--- src/rtl/rca_sum_fifo.sv ---
// Capture stage behind the ripple-carry adder: stores {wrap, sum} per accepted
// triple in a small FIFO and serves it over valid/ready, flagging lost results.
module rca_sum_fifo #(
  parameter int unsigned NBIT  = 8,
  parameter int unsigned DEPTH = 4,
  localparam int unsigned AW   = $clog2(DEPTH)
) (
  input  logic            clk,
  input  logic            rst_n,
  input  logic            in_valid,
  output logic            in_ready,
  input  logic [NBIT-1:0] in_a,
  input  logic [NBIT-1:0] in_b,
  input  logic [NBIT-1:0] in_s,
  output logic            out_valid,
  input  logic            out_ready,
  output logic [NBIT-1:0] out_s,
  output logic            out_wrap,
  output logic [AW:0]     count,
  output logic            drop_err
);

  localparam int unsigned EW = NBIT + 1;

  logic [AW:0]   wr_ptr_q, wr_ptr_d;
  logic [AW:0]   rd_ptr_q, rd_ptr_d;
  logic [AW:0]   count_q, count_d;
  logic          drop_q, drop_d;
  logic [EW-1:0] mem_q [DEPTH];
  logic [EW-1:0] head;
  logic          empty, full, push, pop, wrap;
  logic          unused_in_b;

  // Operand b only travels with the triple; it is never stored.
  assign unused_in_b = ^in_b;

  // Pointer MSB is the lap bit, so equal indices split into empty/full by it.
  assign empty = (wr_ptr_q == rd_ptr_q);
  assign full  = (wr_ptr_q[AW-1:0] == rd_ptr_q[AW-1:0]) &&
                 (wr_ptr_q[AW] != rd_ptr_q[AW]);

  // Unsigned sum smaller than an operand means the carry-out was dropped.
  assign wrap = (in_s < in_a);
  assign push = in_valid && !full;
  assign pop  = !empty && out_ready;

  always_comb begin
    wr_ptr_d = wr_ptr_q;
    rd_ptr_d = rd_ptr_q;
    count_d  = count_q;
    drop_d   = drop_q;
    if (push) wr_ptr_d = wr_ptr_q + (AW+1)'(1);
    if (pop)  rd_ptr_d = rd_ptr_q + (AW+1)'(1);
    case ({push, pop})
      2'b10:   count_d = count_q + (AW+1)'(1);
      2'b01:   count_d = count_q - (AW+1)'(1);
      default: count_d = count_q;
    endcase
    if (in_valid && full) drop_d = 1'b1;
  end

  always_ff @(posedge clk or negedge rst_n) begin
    if (!rst_n) begin
      wr_ptr_q <= '0;
      rd_ptr_q <= '0;
      count_q  <= '0;
      drop_q   <= 1'b0;
    end else begin
      wr_ptr_q <= wr_ptr_d;
      rd_ptr_q <= rd_ptr_d;
      count_q  <= count_d;
      drop_q   <= drop_d;
    end
  end

  // Storage carries no reset; stale entries are masked by the pointers.
  always_ff @(posedge clk) begin
    if (push) mem_q[wr_ptr_q[AW-1:0]] <= {wrap, in_s};
  end

  assign head      = mem_q[rd_ptr_q[AW-1:0]];
  assign out_valid = !empty;
  assign out_s     = empty ? '0 : head[NBIT-1:0];
  assign out_wrap  = empty ? 1'b0 : head[NBIT];
  assign in_ready  = !full;
  assign count     = count_q;
  assign drop_err  = drop_q;

endmodule

--- config.mk ---
export PLATFORM = sky130hd
export DESIGN_NAME = rca_sum_fifo
export DESIGN_NICKNAME = d
export VERILOG_FILES = /design/src/rtl/rca_sum_fifo.sv
export SDC_FILE = /design/constraint.sdc
export NUM_CORES = 1
export LEC_CHECK = 0
export CAP_MARGIN = 20
export CORE_MARGIN = 8
export CORE_UTILIZATION = 30
export DETAILED_ROUTE_END_ITERATION = 10
export SYNTH_ARGS = -nofsm -noshare
export SYNTH_HDL_FRONTEND = slang
export SYNTH_SLANG_ARGS = --single-unit
export TNS_END_PERCENT = 50
--- constraint.sdc ---
create_clock -name clk -period 2.9 [get_ports clk]
set_input_delay 0.435 -clock clk [delete_from_list [all_inputs] [get_ports clk]]
set_output_delay 0.435 -clock clk [all_outputs]
set_load 0.01 [all_outputs]
# Word-level counts from Yosys, hierarchy flattened
# Memories as Yosys holds them, arrays and structs flattened.
# Cells that the tools add are included.
# Widths: inputs -> output; s select.
# classes
addsub,4
order_cmp,1
eq_ne,5
mux,5
n_reduce_logical,7
# ops
operator,count
$add 3x1->3 const B,3
$lt 8x8->1,1
$mux 8,1
$pmux 3 s2,1
$logic_and 1x1->1,4
$eq 3x3->1,1
$mux 1,3
$sub 3x1->3 const B,1
$eq 2x1->1 const B,1
$eq 2x2->1,1
$eq 2x2->1 const B,1
$logic_not 1->1,2
$reduce_bool 2->1,1
$ne 1x1->1,1
# totals
ff_bits,10
mem_bits_rw,36
in_bits,28
out_inout_bits,15
n_memories,1
# mem_list
memory,depth,width,read_ports,rd_clocked_by_memory_dff,wr,line_no,source
mem_q,4,9,1,0,1,29,logic [EW-1:0] mem_q [DEPTH];

# Depth between registers and ports, before layout
# Gate-level depths: netlist (run 1).
# logic_depth
depth_word,6
depth_mapped,9
ltp_nobuf,9

# Least setup slack after synthesis (run 1)
# OpenSTA, ideal clock, no wires.
# synth_path
path_type,flip-flop to flip-flop
from,register wr_ptr_q[1]
to,register count_q[1] (netlist: count[1])
setup_time_ps,121
arrival_time_ps,2180
t_required_ps,2779
slack_ps,599
path_stages_with_launch,10
synth_period_minus_slack_ps,2301
path_cell_list,dfrtp_1 -> xor2_1 -> or3_1 -> buf_2 -> a21oi_1 -> fa_1 -> nor3b_1 -> a21oi_1 -> a21oi_1 -> a21oi_1
# synth_via
elab_chain_len,6
word_cells_on_any_way,11
cone_classes,eq/ne (4); mux (1); reduce/logical (6)
# synth_rtl
item,line_no,source
start: declaration,25,"logic [AW:0] wr_ptr_q, wr_ptr_d;"
start signal: assignment,69,wr_ptr_q <= wr_ptr_d;
$eq 2x2->1 (*),39,assign full = (wr_ptr_q[AW-1:0] == rd_ptr_q[AW-1:0]) &&
$logic_and 1x1->1 (*),39,
$logic_not 1->1 (*),n/a,
via in_ready,11,"output logic in_ready,"
$logic_and 1x1->1 (*),44,assign push = in_valid && !full;
$eq 2x1->1 or $eq 2x2->1 (tied branches),54,"case ({push, pop})"
$pmux 3 s2 (*),54,
via count_d[1],27,"logic [AW:0] count_q, count_d;"
end signal: assignment,71,count_q <= count_d;
end: declaration,27,
# Mark *: on every way through the listed nets, which the timed path passes. The rest lies on a longest branch.
# A chain may end at the register's enable or synchronous reset.

# Worst setup path in the final report (run 1)
# layout_path
from,register wr_ptr_q[2]
to,output out_s[2]
# layout_via
elab_chain_len,2
# layout_rtl
item,line_no,source
$eq 3x3->1,38,assign empty = (wr_ptr_q == rd_ptr_q);
$mux 8,83,assign out_s = empty ? '0 : head[NBIT-1:0];
end: declaration,17,"output logic [NBIT-1:0] out_s,"
# No other way between the ends.

==> impl_metrics.py, run 1 <==
metrics = {
    "floorplan": {
        "start_util": 0.307,
        "chipHeight_um": 102,
        "ios": 43,
        "die_w_um": 102,
        "coreArea_sq_mm": 0.00718,
        "num_rows": 31,
        "die-area_sq_mm": 0.0103,
    },
    "timing": {
        "fin_crit_ns": 2.57,
        "worst_slack_ns": 0.327,
        "setup_viol": 0,
        "grt_setup_unrepaired": "false",
        "fmax_mhz": 389,
        "relSlewSlack": 0.651,
        "hold_viol": 0,
        "worstMarginPinSlew_ns": 0.523,
        "period_share": 0.887,
        "final.setup.tns_ns": 0,
        "slew_viol_final": 0,
        "finalClockSkew_ns": 0.00753,
    },
    "critical_path": {
        "slowest_stage": "or3_4",
        "endpoint_kind": "primary output",
        "r2r-end": "count[1]$_DFFE_PN0P_",
        "start_kind": "flip-flop",
        "crit_buf_inv": 1,
        "rrSetupSlack_ns": 0.35,
        "required_ns": 2.47,
        "cp_cell_sequence": "xor2_1 > or3_4 > and2_1 > clkdlybuf4s50_1",
        "cp-startpoint": "wr_ptr_q[2]$_DFFE_PN0P_",
        "r2r_cells": 8,
        "crit_arrival_ns": 2.14,
        "critPathKind": "flip-flop to primary output",
        "cpPeakStageDelay_ns": 0.51,
        "cp_top_family": "simple AND/OR/NAND/NOR gates",
        "r2r-start": "wr_ptr_q[2]$_DFFE_PN0P_",
        "cp_max_fo": 13,
    },
    "grt": {
        "gr-usage-met2": 0.142,
        "grt-ovfl-total": 0,
        "grt_pass1_vias": 1351,
        "antenna_found_initial": 0,
        "use_met3": 0.0289,
        "gr-usage-met1": 0.101,
        "gr-max-usage-layer": "met2",
        "grt_max_degree": 15,
        "grt_use_total": 0.0874,
        "grt_first_pass_wirelength_mm": 6.76,
    },
    "clock_tree": {
        "cts_tree": "done",
        "cts.sinks": 46,
        "cts_setup_buffers": 0,
        "cts_resized": 0,
        "numCtsBuffers": 5,
        "clockRootBuffer": "clkbuf_8",
        "htreeDepth": 2,
        "clkSlewWorstSetupHoldPaths_ns": 0.08,
        "clock_latency_ns": 0.30,
        "clk_path_buf_depth": 2,
        "hold_buffers": 0,
    },
    "placed_design": {
        "placement.io_buffers": 34,
        "pre_cts_slack_ns": 0.353,
        "place.detailed.hpwl_mm": 2.96,
        "routabilityCongestion": 0.700,
    },
    "power_and_ir_drop": {
        "p_leak_nw": 1.03,
        "ir_worst_vdd_v": 0.000255,
        "powerDensity_mw_per_mm2": 1040,
    },
    "cells_and_area": {
        "antennaDiodeCount": 0,
        "layout-drive-gt1-share": 0.151,
        "fill_cells": 676,
        "seqCellArea_sq_mm": 0.00133,
        "nets": 226,
        "multi_input_area_sq_um": 806,
        "area.growth.synth_to_final_pct": 25.1,
        "final_core_util": 0.384,
    },
    "route": {
        "drtPass1Iterations": 4,
        "vias": 1296,
        "viasPerCell": 4.55,
        "drcViolationCount": 0,
        "wl_per_cell_um": 14.7,
        "drt_wl_total_mm": 4.19,
        "drt.antenna.violating_nets": 0,
        "drt_iter0_drc": 59,
    },
    "flow_run": {
        "maxCapViolCount": 0,
    },
    "yosys": {
        "async_flop_share": 0.217,
        "synth_edf_count": 36,
        "syn_area_sq_mm": 0.00220,
        "synth-seq-area-share": 0.604,
        "yosys_warnings": 0,
        "ys_ff_latch": 46,
        "synthCells": 146,
        "syn_avg_cell_area_sq_um": 15.1,
        "synth_top_area_share": 0.490,
        "synth_cell_type_count": 35,
        "synth_area_leaders": "edfxtp_1 (49%), dfrtp_1 (11%), mux4_2 (9.2%)",
        "synth_ff_type": "edfxtp_1",
        "syn_nets": 187,
        "synth_area_leader_cell": "edfxtp_1",
    },
    "worst_hold_path": {
        "min_path_type": "primary input to asynchronous set/reset pin",
    },
    "status": {
        "status": "complete, no violations",
    },
}
[synth_stat cells (all sizes together), types with 2 or more instances]
master and n:
nor3 2, nand2 3, xnor2 6, dfrtp 10
and2 11, inv 11, clkbuf 3, a21o 3
a211o 2, edfxtp 36, and3 4, mux2 2
a21oi 4, a211oi 2, ha 12, buf 3
or3 2, mux4 9, xor2 4, nor2 6
[where the power goes]
part / switching [mW] / internal [mW] / leakage, nW
Combinational: 0.694 / 0.777 / 0.544
Clock: 0.207 / 0.170 / 0.0452
Sequential: 0.101 / 0.917 / 0.445
[state kept, by name, indices dropped and copies added, names as in the netlist]
signal	cells
mem_q	36
count	3
rd_ptr_q	3
wr_ptr_q	3
drop_err	1
[cell families (layout without fill, tap and decap cells)]
family,count (synthesis),count (layout),synth area share
simple gates,31,31,0.0829
xor+xnor,10,10,0.0397
compound gates,17,17,0.0590
mux,12,12,0.107
buf+inv,17,57,0.0306
flops,46,46,0.604
fa+ha+maj,13,13,0.0772
[per-layer routing]
metal  wire [um]  vias to the layer above
met2        2070                       26
met5           0                        -
li1            -                      620
met3         213                        4
met4          59                        0
met1        1850                      646
[layout by cell type, fill, tap and decap left out, types with 2 or more instances in the layout]
cell type and instances:
a211o_1 2, nor3_1 2, clkbuf_8 5, ha_1 12
nand2_1 2, xor2_1 4, clkdlybuf4s50_1 34, mux2_2 2
a211oi_1 2, inv_1 11, and2_1 10, and3_1 4
buf_4 4, edfxtp_1 36, dfrtp_1 10, xnor2_1 6
mux4_2 9, nor2_1 5, a21oi_1 4, a21o_1 3
[stage by stage]
| step | area, sq um | power (mW) | instances | hold WS [ns] |
|---|---|---|---|---|
| 4_1_cts | 2760 | 2.92 | 285 | 0.481 |
| 3_3_place_gp | 2670 | 2.52 | 277 | 0.460 |
| 6_report | 2760 | 2.87 | 285 | 0.462 |
| 3_5_place_dp | 2670 | 2.53 | 277 | 0.466 |
| 5_1_grt | 2760 | 3.08 | 285 | 0.490 |
| 2_1_floorplan | 2200 | 1.94 | 146 | 0.139 |
[final cells by class]
cell class	instances	area share
multi-input cells	83	0.292
inverters	11	0.0150
flip-flops and latches	46	0.483
well taps	99	0.0449
repair buffers	38	0.134
clock inverters	2	0.00499
clock buffers	6	0.0263
[worst max-delay path by stage]
| stage | cells past startpoint | slack, ns | to |
|---|---|---|---|
| 3_3_place_gp | 9 | 0.36 | count[1]$_DFFE_PN0P_ |
| 5_1_grt | 9 | 0.16 | count[1]$_DFFE_PN0P_ |
| 4_1_cts | 4 | 0.31 | out_s[2] |
| 6_report | 4 | 0.33 | out_s[2] |
| 2_1_floorplan | 9 | 0.60 | count[1]$_DFFE_PN0P_ |
| 3_5_place_dp | 8 | 0.35 | count[1]$_DFFE_PN0P_ |
Note: power is estimated with default switching activity, not from simulation.
==> run 2: changes to the inputs <==
Settings changed: CAP_MARGIN 20 to 40, CTS_BUF_LIST set to sky130_fd_sc_hd__clkbuf_16, TNS_END_PERCENT 50 to not set.
==> run 2 against run 1 <==
  * Largest power group unchanged
  * Largest cell class unchanged
  * Hold slack better by 0.011 ns
  * First-iteration DRC count is 12% higher
  * Die area stayed put
  * Sequential cell count stayed put
  * Maximum frequency is 0.89% higher
  * Critical endpoint unchanged
  * Routed wire length hardly changed
  * Design area is 2.0% higher
==> impl_metrics.py, run 2 (same netlist as run 1, synthesis figures left out) <==
metrics = {
    "clock_tree": {
        "clk_path_buf_depth": 2,
        "numCtsBuffers": 5,
        "hold_buffers": 0,
        "cts_resized": 0,
        "cts_tree": "done",
        "htreeDepth": 2,
        "clock_latency_ns": 0.29,
        "cts_setup_buffers": 0,
        "clockRootBuffer": "clkbuf_16",
        "clkSlewWorstSetupHoldPaths_ns": 0.06,
        "cts.sinks": 46,
    },
    "route": {
        "wl_per_cell_um": 14.7,
        "drt_wl_total_mm": 4.19,
        "drtPass1Iterations": 4,
        "vias": 1303,
        "drcViolationCount": 0,
        "drt_iter0_drc": 66,
        "drt.antenna.violating_nets": 0,
        "viasPerCell": 4.57,
    },
    "timing": {
        "hold_viol": 0,
        "relSlewSlack": 0.646,
        "final.setup.tns_ns": 0,
        "period_share": 0.880,
        "grt_setup_unrepaired": "false",
        "fmax_mhz": 392,
        "worstMarginPinSlew_ns": 0.532,
        "fin_crit_ns": 2.55,
        "slew_viol_final": 0,
        "worst_slack_ns": 0.349,
        "setup_viol": 0,
        "finalClockSkew_ns": 0.00657,
    },
    "floorplan": {
        "coreArea_sq_mm": 0.00718,
        "die-area_sq_mm": 0.0103,
        "start_util": 0.307,
        "chipHeight_um": 102,
        "die_w_um": 102,
        "num_rows": 31,
        "ios": 43,
    },
    "critical_path": {
        "r2r_cells": 8,
        "cp_cell_sequence": "xor2_1 > or3_4 > and2_1 > clkdlybuf4s50_1",
        "critPathKind": "flip-flop to primary output",
        "crit_buf_inv": 1,
        "cp_max_fo": 13,
        "slowest_stage": "or3_4",
        "cp_top_family": "simple AND/OR/NAND/NOR gates",
        "crit_arrival_ns": 2.12,
        "cpPeakStageDelay_ns": 0.51,
        "crit_cells": 4,
        "start_kind": "flip-flop",
        "required_ns": 2.47,
        "endpoint_kind": "primary output",
    },
    "cells_and_area": {
        "nets": 226,
        "layout-drive-gt1-share": 0.151,
        "final_cell_mix": "edfxtp_1 (36), clkdlybuf4s50_1 (34), inv_1 (12), ha_1 (12)",
        "stdcell_area_sq_mm": 0.00282,
        "largest_reg_flops": 36,
        "area.growth.synth_to_final_pct": 27.7,
        "final_common_cell": "edfxtp_1",
        "antennaDiodeCount": 0,
        "final_core_util": 0.392,
    },
    "power_and_ir_drop": {
        "swShare": 0.336,
        "power_frac_comb": 0.484,
        "internal_power_mw": 2.01,
        "fin_total_pwr_mw": 3.03,
        "p_leak_nw": 1.06,
        "ir_worst_vdd_v": 0.000292,
        "p_clk_frac": 0.180,
        "seqPwrFrac": 0.336,
        "powerDensity_mw_per_mm2": 1080,
        "p_sw_mw": 1.02,
    },
    "flow_run": {
        "maxCapViolCount": 0,
    },
    "grt": {
        "grt_use_total": 0.0889,
        "grt_first_pass_wirelength_mm": 6.76,
        "grt_pass1_vias": 1354,
        "grt-ovfl-total": 0,
        "antenna_found_initial": 0,
        "grt_max_degree": 15,
    },
    "status": {
        "status": "complete, no violations",
    },
    "placed_design": {
        "postPlaceCellArea_sq_mm": 0.00267,
        "routabilityCongestion": 0.700,
        "placement.io_buffers": 34,
        "pre_cts_slack_ns": 0.353,
        "place.detailed.hpwl_mm": 2.96,
    },
    "worst_hold_path": {
        "hold_depth": 1,
        "min_path_type": "flip-flop to flip-flop",
    },
}
[run 2: cell count changes in the layout (fill, tap and decap cells not counted)]
cell,before,now
inv_1,11,12
clkbuf_8,5,0
clkbuf_16,0,5
clkbuf_1,1,0
[run 2: path summary, 6_finish.rpt]
kind,startpoint,slack [ns],to
worst min register to register,count[2]$_DFFE_PN0P_,0.47,count[2]$_DFFE_PN0P_
worst max-delay path,wr_ptr_q[2]$_DFFE_PN0P_,0.35,out_s[2]
max in group asynchronous,rst_n,2.08,rd_ptr_q[1]$_DFFE_PN0N_
worst max register to register,wr_ptr_q[2]$_DFFE_PN0P_,0.36,count[1]$_DFFE_PN0P_
min in group asynchronous,rst_n,0.48,count[1]$_DFFE_PN0P_
worst min-delay path,count[2]$_DFFE_PN0P_,0.47,count[2]$_DFFE_PN0P_
[run 2: layout make-up]
type | count | area [sq um]
Tap cell | 99 | 124
Clock inverter | 3 | 17.5
Fill cell | 672 | 4360
Clock buffer | 5 | 125
Inverter | 11 | 41.3
Timing Repair Buffer | 38 | 370
Sequential cell | 46 | 1330
Multi-Input combinational cell | 83 | 806
[run 2: routing by layer]
layer	vias up	part of all wire	wire length, um	global-route usage
met3	7	0.052	218	0.0309
met2	26	0.48	2020	0.141
met5	-	0	0	0
met1	652	0.44	1840	0.101
met4	0	0.026	109	0.0550
li1	618	-	-	-
[run 2: power by group through the flow]
stage / sequential (mW) / combinational [mW] / clock [mW]
after global routing: 1.04 / 1.62 / 0.583
final: 1.02 / 1.47 / 0.544
after floorplan: 1.02 / 0.912 / 0
after global placement: 1.03 / 1.49 / 0
after detailed placement: 1.03 / 1.50 / 0
after CTS: 1.02 / 1.50 / 0.557
[run 2: worst reg2reg max path, stage by stage (launching register included)]
cell and delay [ns]:
dfrtp_1 0.43, xor2_1 0.22, or3_4 0.51, nand2_1 0.14, a21oi_1 0.06, fa_1 0.58, mux2i_1 0.10, a211o_1 0.29
a21oi_1 0.13
[run 2: through the flow]
step / std cells / hold WS [ns]
2_1_floorplan: 146 / 0.139
3_3_place_gp: 277 / 0.460
3_5_place_dp: 277 / 0.466
4_1_cts: 285 / 0.478
5_1_grt: 285 / 0.499
6_report: 285 / 0.472
==> run 3: changes to the inputs <==
Settings changed: SETUP_SLACK_MARGIN set to 0.3.
==> run 3 against run 2 <==
  * Register-to-register slack improved by 0.07 ns
  * Routed wire length up 1.3%
  * Non-clock buffer count is 3 higher
  * Design area increased by 2.1%
==> impl_metrics.py, run 3 (same netlist as run 1, synthesis figures left out) <==
metrics = {
    "cells_and_area": {
        "final_common_cell": "edfxtp_1",
        "largest_reg_flops": 36,
        "final_core_util": 0.401,
        "stdcell_area_sq_mm": 0.00287,
        "area.growth.synth_to_final_pct": 30.4,
        "nets": 229,
        "fill_cells": 668,
        "layout-drive-gt1-share": 0.185,
        "antennaDiodeCount": 0,
        "final_cell_mix": "edfxtp_1 (36), clkdlybuf4s50_1 (30), inv_1 (12), ha_1 (12), and2_1 (10)",
    },
    "grt": {
        "grt_first_pass_wirelength_mm": 6.76,
        "antenna_found_initial": 0,
        "grt-ovfl-total": 0,
        "grt_use_total": 0.0889,
        "grt_max_degree": 15,
        "grt_pass1_vias": 1354,
    },
    "worst_hold_path": {
        "min_path_type": "primary input to asynchronous set/reset pin",
    },
    "placed_design": {
        "routabilityCongestion": 0.700,
        "place.detailed.hpwl_mm": 2.96,
        "postPlaceCellArea_sq_mm": 0.00267,
        "placement.io_buffers": 34,
    },
    "route": {
        "viasPerCell": 4.59,
        "wl_met3_um": 216,
        "drt.antenna.violating_nets": 0,
        "drt_iter0_drc": 58,
        "drcViolationCount": 0,
        "wl_per_cell_um": 14.7,
        "met1Wirelength_mm": 1.86,
        "drt_wl_total_mm": 4.24,
        "top_layer": "met4",
        "dr_wl_met2_mm": 2.05,
        "drtPass1Iterations": 4,
        "vias": 1321,
    },
    "critical_path": {
        "r2r-end": "count[1]$_DFFE_PN0P_",
        "r2r_cells": 9,
        "r2r-start": "wr_ptr_q[1]$_DFFE_PN0P_",
        "endpoint_kind": "primary output",
        "rrSetupSlack_ns": 0.43,
        "critPathKind": "flip-flop to primary output",
        "start_kind": "flip-flop",
        "cp_max_fo": 7,
        "required_ns": 2.47,
        "crit_arrival_ns": 2.13,
    },
    "floorplan": {
        "die-area_sq_mm": 0.0103,
        "chipHeight_um": 102,
        "coreArea_sq_mm": 0.00718,
        "start_util": 0.307,
        "num_rows": 31,
        "ios": 43,
        "die_w_um": 102,
    },
    "power_and_ir_drop": {
        "p_leak_nw": 1.13,
        "ir_worst_vdd_v": 0.000312,
        "powerDensity_mw_per_mm2": 1080,
    },
    "timing": {
        "worstMarginPinSlew_ns": 0.535,
        "fmax_mhz": 389,
        "slew_viol_final": 0,
        "grt_setup_unrepaired": "true",
        "finalClockSkew_ns": 0.00504,
        "hold_viol": 0,
        "relSlewSlack": 0.643,
        "fin_crit_ns": 2.57,
        "period_share": 0.886,
        "setup_viol": 0,
        "final.setup.tns_ns": 0,
    },
    "status": {
        "status": "complete, no violations",
    },
    "clock_tree": {
        "clk_path_buf_depth": 2,
        "cts.sinks": 46,
        "htreeDepth": 2,
        "hold_buffers": 0,
        "clkSlewWorstSetupHoldPaths_ns": 0.06,
        "cts_tree": "done",
        "clock_latency_ns": 0.29,
        "numCtsBuffers": 5,
        "clockRootBuffer": "clkbuf_16",
    },
    "flow_run": {
        "maxCapViolCount": 0,
    },
}
==> run 3: changes by cell type in the layout (fill, tap and decap cells not counted), moves of 2 or more <==
| cell | previous run | this run |
|---|---|---|
| dfrtp_1 | 10 | 8 |
| dfrtp_2 | 0 | 2 |
| dlymetal6s2s_1 | 0 | 4 |
| clkdlybuf4s50_1 | 34 | 30 |
==> run 3: critical path: stages (launching register included) <==
cell,delay [ns]
dfrtp_2,0.44
xor2_1,0.21
or3_4,0.45
buf_4,0.16
and2_1,0.12
clkdlybuf4s50_1,0.47
==> run 3: metrics by stage <==
step	setup slack (ns)	instances	total power, mW	hold slack [ns]
after floorplan	0.599	146	1.94	0.139
after global placement	0.362	277	2.52	0.460
after detailed placement	0.353	277	2.53	0.466
after CTS	0.334	285	3.08	0.478
after global routing	0.265	288	3.34	0.499
final	0.331	288	3.12	0.472
==> run 3: area by class of cell <==
class	instances	area, sq um	area share
Clock buffer	5	125	0.0435
Inverter	11	41.3	0.0144
Timing Repair Buffer	41	419	0.146
Clock inverter	3	17.5	0.00609
Multi-Input combinational cell	83	813	0.283
Sequential cell	46	1330	0.464
Tap cell	99	124	0.0431
==> run 3: report_power, final <==
part	internal, mW	switching (mW)
sequential	0.921	0.0936
combinational	0.843	0.715
clock	0.316	0.228
total	2.08	1.04
==> run 3: routing by layer <==
layer,track usage,vias up
li1,-,624
met1,0.101,667
met2,0.141,24
met3,0.0309,6
met4,0.0550,0
met5,0,-
==> run 3: timing repair <==
item                       CTS  global route
setup endpoints to repair    0             7
resized for setup            0             9
hold endpoints to repair     0             0
buffers inserted             0             3
==> run 3: worst max path at each step <==
stage	startpoint	end	slack, ns
CTS	wr_ptr_q[2]$_DFFE_PN0P_	out_s[2]	0.33
floorplan	wr_ptr_q[1]$_DFFE_PN0P_	count[1]$_DFFE_PN0P_	0.60
detailed placement	wr_ptr_q[2]$_DFFE_PN0P_	count[1]$_DFFE_PN0P_	0.35
global route	wr_ptr_q[1]$_DFFE_PN0P_	out_s[1]	0.27
finish	wr_ptr_q[1]$_DFFE_PN0P_	out_s[7]	0.33
global placement	wr_ptr_q[2]$_DFFE_PN0P_	count[1]$_DFFE_PN0P_	0.36
